## src/rtl/gbt_config_deframer.sv

```systemverilog
// Deframes the GBT configuration side-stream into g_pages 32-bit words, committed atomically on a good checksum.
// Optional: define GBT_DEFRAMER_CLEAR_ON_STALE_EN to blank data_ob32 when stale_o rises.
package gbt_config_deframer_pkg;
   typedef struct packed {
      logic clk;
      logic reset;
   } clk_rs_t;
endpackage

module gbt_config_deframer
   import gbt_config_deframer_pkg::*;
#(
   parameter int          g_pages         = 16,
   parameter logic [15:0] g_SyncWord      = 16'hCAFE,
   parameter int          g_TimeoutCycles = 4000000
) (
   input  clk_rs_t                   ClkRs_ix,
   input  logic [15:0]               data_ib16,
   input  logic                      word_valid_i,
   output logic [g_pages-1:0][31:0]  data_ob32,
   output logic                      frame_ok_o,
   output logic                      chksum_err_o,
   output logic                      stale_o,
   output logic [15:0]               err_count_ob16,
   output logic [1:0]                state_ob2
);

   localparam int IDX_W = (g_pages > 1) ? $clog2(g_pages) : 1;
   localparam int TO_W  = $clog2(g_TimeoutCycles + 1);
   localparam logic [IDX_W-1:0] LAST_IDX = IDX_W'(g_pages - 1);
   localparam logic [TO_W-1:0]  TO_MAX   = TO_W'(g_TimeoutCycles);

   typedef enum logic [1:0] {S_HUNT, S_HI, S_LO, S_CHK} state_t;

   // Handshake: a word is consumed on any rising edge where word_valid_i is high;
   // there is no backpressure, so every valid word is taken.
   logic clk, rst;
   assign clk = ClkRs_ix.clk;
   assign rst = ClkRs_ix.reset;

   state_t state, state_nxt;
   logic   start_frame, wr_hi, wr_lo, chk_done;

   logic [g_pages-1:0][31:0] shadow;
   logic [IDX_W-1:0]         idx;
   logic [15:0]              sum;
   logic                     commit_q, reject_q;
   logic [TO_W-1:0]          to_cnt, to_nxt;

   assign state_ob2 = state;

   always_ff @(posedge clk or posedge rst) begin
      if (rst) state <= S_HUNT;
      else     state <= state_nxt;
   end

   always_comb begin
      state_nxt = state;
      if (word_valid_i) begin
         case (state)
            S_HUNT:  if (data_ib16 == g_SyncWord) state_nxt = S_HI;
            S_HI:    state_nxt = S_LO;
            S_LO:    state_nxt = (idx == LAST_IDX) ? S_CHK : S_HI;
            S_CHK:   state_nxt = S_HUNT;
            default: state_nxt = S_HUNT;
         endcase
      end
   end

   always_comb begin
      start_frame = 1'b0;
      wr_hi       = 1'b0;
      wr_lo       = 1'b0;
      chk_done    = 1'b0;
      if (word_valid_i) begin
         case (state)
            S_HUNT:  start_frame = (data_ib16 == g_SyncWord);
            S_HI:    wr_hi       = 1'b1;
            S_LO:    wr_lo       = 1'b1;
            S_CHK:   chk_done    = 1'b1;
            default: ;
         endcase
      end
   end

   always_ff @(posedge clk or posedge rst) begin
      if (rst) begin
         shadow   <= '0;
         idx      <= '0;
         sum      <= '0;
         commit_q <= 1'b0;
         reject_q <= 1'b0;
      end else begin
         commit_q <= chk_done && (data_ib16 == sum);
         reject_q <= chk_done && (data_ib16 != sum);
         if (start_frame) begin
            idx <= '0;
            sum <= '0;
         end
         if (wr_hi) begin
            shadow[idx][31:16] <= data_ib16;
            sum                <= sum + data_ib16;
         end
         if (wr_lo) begin
            shadow[idx][15:0] <= data_ib16;
            sum               <= sum + data_ib16;
            if (idx != LAST_IDX) idx <= idx + 1'b1;
         end
      end
   end

   // A commit restarts the stale timer, which also wins over a simultaneous expiry.
   always_comb begin
      if (commit_q)              to_nxt = '0;
      else if (to_cnt == TO_MAX) to_nxt = to_cnt;
      else                       to_nxt = to_cnt + 1'b1;
   end

   always_ff @(posedge clk or posedge rst) begin
      if (rst) begin
         data_ob32      <= '0;
         frame_ok_o     <= 1'b0;
         chksum_err_o   <= 1'b0;
         err_count_ob16 <= '0;
         to_cnt         <= TO_MAX;
         stale_o        <= 1'b1;
      end else begin
         frame_ok_o   <= commit_q;
         chksum_err_o <= reject_q;
         to_cnt       <= to_nxt;
         stale_o      <= (to_nxt == TO_MAX);
         if (reject_q && (err_count_ob16 != 16'hFFFF))
            err_count_ob16 <= err_count_ob16 + 16'd1;
         if (commit_q)
            data_ob32 <= shadow;
`ifdef GBT_DEFRAMER_CLEAR_ON_STALE_EN
         else if ((to_nxt == TO_MAX) && !stale_o)
            data_ob32 <= '0;
`else
`endif
      end
   end

endmodule

```

## config.mk

```make
export PLATFORM = sky130hd
export DESIGN_NAME = gbt_config_deframer
export DESIGN_NICKNAME = d
export VERILOG_FILES = /design/src/rtl/gbt_config_deframer.sv
export SDC_FILE = /design/constraint.sdc
export NUM_CORES = 2
export LEC_CHECK = 0
export BUFFER_PORTS_ARGS = -buffer_cell sky130_fd_sc_hd__buf_2
export CAP_MARGIN = 20
export CORE_UTILIZATION = 25
export DETAILED_ROUTE_END_ITERATION = 7
export PLACE_DENSITY = 0.52
export SYNTH_ARGS = -nofsm -noshare
export SYNTH_HDL_FRONTEND = slang
export SYNTH_SLANG_ARGS = --single-unit
```

## constraint.sdc

```tcl
create_clock -name ClkRs_ix -period 2.7 [get_ports ClkRs_ix]
set_input_delay 0.135 -clock ClkRs_ix [delete_from_list [all_inputs] [get_ports ClkRs_ix]]
set_output_delay 0.135 -clock ClkRs_ix [all_outputs]
set_load 0.02 [all_outputs]
```

After elaboration in Yosys (flattened, before gate mapping)
Cells that the tools add are included.

Register bits after elaboration: 1089. Logic and storage cells: 94.

$add $sub $neg: 4. Order comparisons: 2. Equality and inequality tests: 12. Multiplexer cells: 27. Reduce and logical (&&, ||, !) cells: 7.

Operators by type and width (number): $bwmux W512 (2); $mux W512 (2); $demux W32 S4 (2); $mux W16 (4); $eq A22 B22 Y1 const B (2); $mux W22 (2); $mux W32 (1); $add A22 B1 Y22 const B (1); $add A16 B1 Y16 const B (1); $add A16 B16 Y16 (1); $eq A16 B16 Y1 (1); $eq A16 B16 Y1 const B (1); $ne A16 B16 Y1 (1); $ne A16 B16 Y1 const B (1); $mux W4 (3); $mux W1 (8); $pmux W2 S4 (1); $lt A4 B5 Y1 const B (1); $add A4 B1 Y4 const B (1); $eq A2 B2 Y1 const B (2); $eq A4 B4 Y1 const B (1); $ge A4 B1 Y1 const B (1); $logic_and A1 B1 Y1 (4); $mux W2 (2); 6 further kinds (6).

Logic depth before layout (Yosys ltp)
Depth after elaboration: 8. Gate-level depth with buffers: 8. Mapped depth without buffers: 8.

Least setup slack after synthesis
OpenSTA, ideal clock, no wires.

Kind: reg2reg. Start: reg sum[0]. End: reg sum[14]. Data arrival time: 2.378 ns. Data required time: 2.569 ns. Setup slack: 0.192 ns. Cell stages (with the launch flop): 9. Path buffers: 0. Cells stage by stage: dfrtp_1 > ha_1 > fa_1 > a211o_1 > a2111oi_2 > o31ai_1 > a221oi_1 > xor2_1 > o21ai_1.

Cells in the longest elaborated chain, start to end: 3.

RTL lines: from (decl) (line 46) `logic [15:0] sum;`; from (signal assigned) (line 102) `sum <= sum + data_ib16;`; from (signal assigned) (line 106) `sum <= sum + data_ib16;`; $add A16 B16 Y16 (*) (line 102, 106); $mux W16 (line 100) `if (wr_hi) begin`; $mux W16 (*) (line 104) `if (wr_lo) begin`.

Mark *: on every way between the ends. The rest lies on a longest branch, timed or not. A chain may end at the register's enable or synchronous reset.

Worst setup path after layout
Ends and elaborated chain as after synthesis.

==> flow_summary.toml <==
[drt]
num_vias = 30400
drtIter0Drc = 1247
ant_nets = 0
drcViolationCount = 0
wirelength_um = 141000
wire_per_inst_um = 20.2
via_per_inst = 4.37
drt-pass1-iter-count = 4

[floorplan]
die_y_um = 412
die_area_um2 = 169000
rows = 149
dieWidth_um = 412
io_pins = 552
design.core.area_um2 = 166000
start_util_pct = 25.3

[timing]
maxSlewViolCount = 0
finalSetupViolCount = 0
slew-limit-headroom_pct = 41.5
tightest_slew_ns = 0.877
hold_violations = 0
setup-tns-final_ns = 0
min_period_ns = 2.53
fin_skew_ns = 0.0270
rsz0062_at_grt = "no"
fmax_mhz = 395
period_share_pct = 93.8

[placement]
dpl_cell_area_um2 = 47500
dp_hpwl_um = 76500
gp_congestion = 0.776
port_buffers = 550

[critical_path]
crit_arrival_ns = 3.16
crit_fanout = 3
worstSetupStartpointType = "register"
end_kind = "register"
cp.required_ns = 3.33
path_class = "register to register"

[synth]
yosysUniqueCellTypes = 69
synth_top_area_cell = "dfrtp_1"
synthArstFlopShare_pct = 100
avgSynthCellArea_um2 = 15.8
synthFlopType = "dfrtp_1"
synth_edf_count = 0
syn-cell-area_um2 = 41900
syn_nets = 2691
netlist_top_cells_area = "dfrtp_1 (65%), mux2_2 (28%), clkbuf_1 (1.2%), ha_1 (0.66%), xnor2_1 (0.56%)"
synth-seq-cells = 1089
syn_inst = 2649
synth_top_area_share_pct = 64.5
ys_seq_area_share_pct = 65.0
synth_warnings = 0

[grt]
grt_max_degree = 65
antenna_found_initial = 13
grt_pass1_vias = 39500
grt_use_total_pct = 17.0
grt_pass1_wl_um = 208000
grt_remaining_overflow = 0

[clocking]
cts_tree = "done"
insertion_delay_ns = 0.77
post-cts-setup-buffer-count = 0
clkTransAtPathRegs_ns = 0.06

[power]
ir_drop_mv = 0.682
powerDensity_nw_per_um2 = 1200
power_leakage_nw = 30.4

[run]
drv_cap = 0

[layout]
final_cell_mix = "clkinvlp_4 (1,177), dfrtp_1 (1,080), mux2_2 (1,026)"
nets = 4608
fin_area_um2 = 66800
syn2layout_area_growth_pct = 59.2
drive_gt1_share_pct = 69.4
mostFrequentLayoutCell = "clkinvlp_4"

[hold_path]
holdCritPathClass = "primary input to register"

[outcome]
outcome = "completed"
[metrics by stage]
stage          cells  worst slack (ns)  util, %  total power [W]  hold WS, ns
6_report        6964             0.168     40.3           0.0800       0.0830
3_5_place_dp    5304            -15.99     28.7           0.0216        0.451
2_1_floorplan   2649            -13.67        -           0.0213        0.287
3_3_place_gp    5304            -15.99     28.7           0.0216        0.438
4_1_cts         6959            0.0200     40.3           0.0827      0.00137
5_1_grt         6959            0.0121     40.3           0.0858       0.0480
[flip-flops by register name, summed over array words and instances (netlist names)]
| register | count |
|---|---|
| idx | 4 |
| state_ob2 | 2 |
| commit_q | 1 |
| reject_q | 1 |
| chksum_err_o | 1 |
| to_cnt | 22 |
| stale_o | 1 |
| sum | 16 |
| err_count_ob16 | 16 |
| data_ob32 | 512 |
| frame_ok_o | 1 |
| shadow | 512 |
[worst paths after layout]
path | start | to | slack (ns) | cells past startpoint
min reg2reg | sum[6] | sum[6] | 0.49 | 2
max reg2reg | sum[0] | sum[14] | 0.17 | 8
min in group asynchronous | ClkRs_ix[0] | data_ob32[193] | 1.04 | 4
max | sum[0] | sum[14] | 0.17 | 8
min | data_ib16[10] | shadow[442] | 0.08 | 3
max in group asynchronous | ClkRs_ix[0] | to_cnt[21] | 1.43 | 4
[cell type report]
cell class	instances	area, um2
fill	15600	99000
sequential	1089	27300
multi-input combinational	1383	14000
clock inverter	1235	9730
clock buffer	409	9350
timing repair buffer	639	3600
tap	2189	2740
inverter	15	56.3
antenna	5	12.5
[critical path: stages (launching register included)]
cell and delay (ns):
dfrtp_1 0.38, ha_1 0.23, fa_1 0.40, a211o_1 0.32, a2111oi_4 0.33, o31ai_1 0.17, a221oi_2 0.30, xor2_1 0.20
o21ai_1 0.07
[synthesized netlist by cell type (4+ instances only)]
cell type	number
dfstp_2	8
nand3_1	18
xnor2_1	27
o31ai_1	6
nand4_1	23
mux2i_1	4
nor4_1	9
clkbuf_1	135
o21ai_0	16
ha_1	22
a21oi_1	12
inv_1	16
nand2b_1	9
nand2_1	55
buf_2	20
and4_4	4
and4_1	4
mux2_2	1026
nor2_1	50
dfrtp_1	1081
o21a_1	5
o21ai_1	4
xor2_1	19
nor3_1	6
[where the power goes]
part | switching [W] | internal [W]
Combinational | 0.000353 | 0.0000792
Sequential | 0.00000250 | 0.0161
Clock | 0.0321 | 0.0314
Total | 0.0325 | 0.0475
[routing by layer]
metal	routed length, um	share of wire [%]	track usage, %	vias to the layer above
met1	57500	41	17.5	15500
met2	64800	46	22.2	1121
met3	14200	10	12.6	336
li1	-	-	-	13400
met4	4490	3.2	15.7	2
met5	17	0.012	0.0565	-
[logic make-up (layout without fill, tap and decap cells)]
group | count (synthesis) | count (layout) | share of synthesized area [%]
AO/OA/AOI/OAI | 77 | 77 | 1.30
XOR/XNOR | 46 | 46 | 0.961
adder cells (fa/ha/maj) | 23 | 23 | 0.704
buffers and inverters | 177 | 2298 | 1.73
flip-flops | 1089 | 1089 | 65.0
multiplexers | 1030 | 1030 | 27.6
other | 0 | 5 | 0
AND/OR/NAND/NOR | 207 | 207 | 2.64
[repair_timing]
action | CTS | global route
hold endpoints to repair | 28 | 0
hold buffers | 12 | 0
resized for setup | 0 | 2
setup endpoints to repair | 0 | 2
No activity file was read; power rests on OpenSTA's default activity.
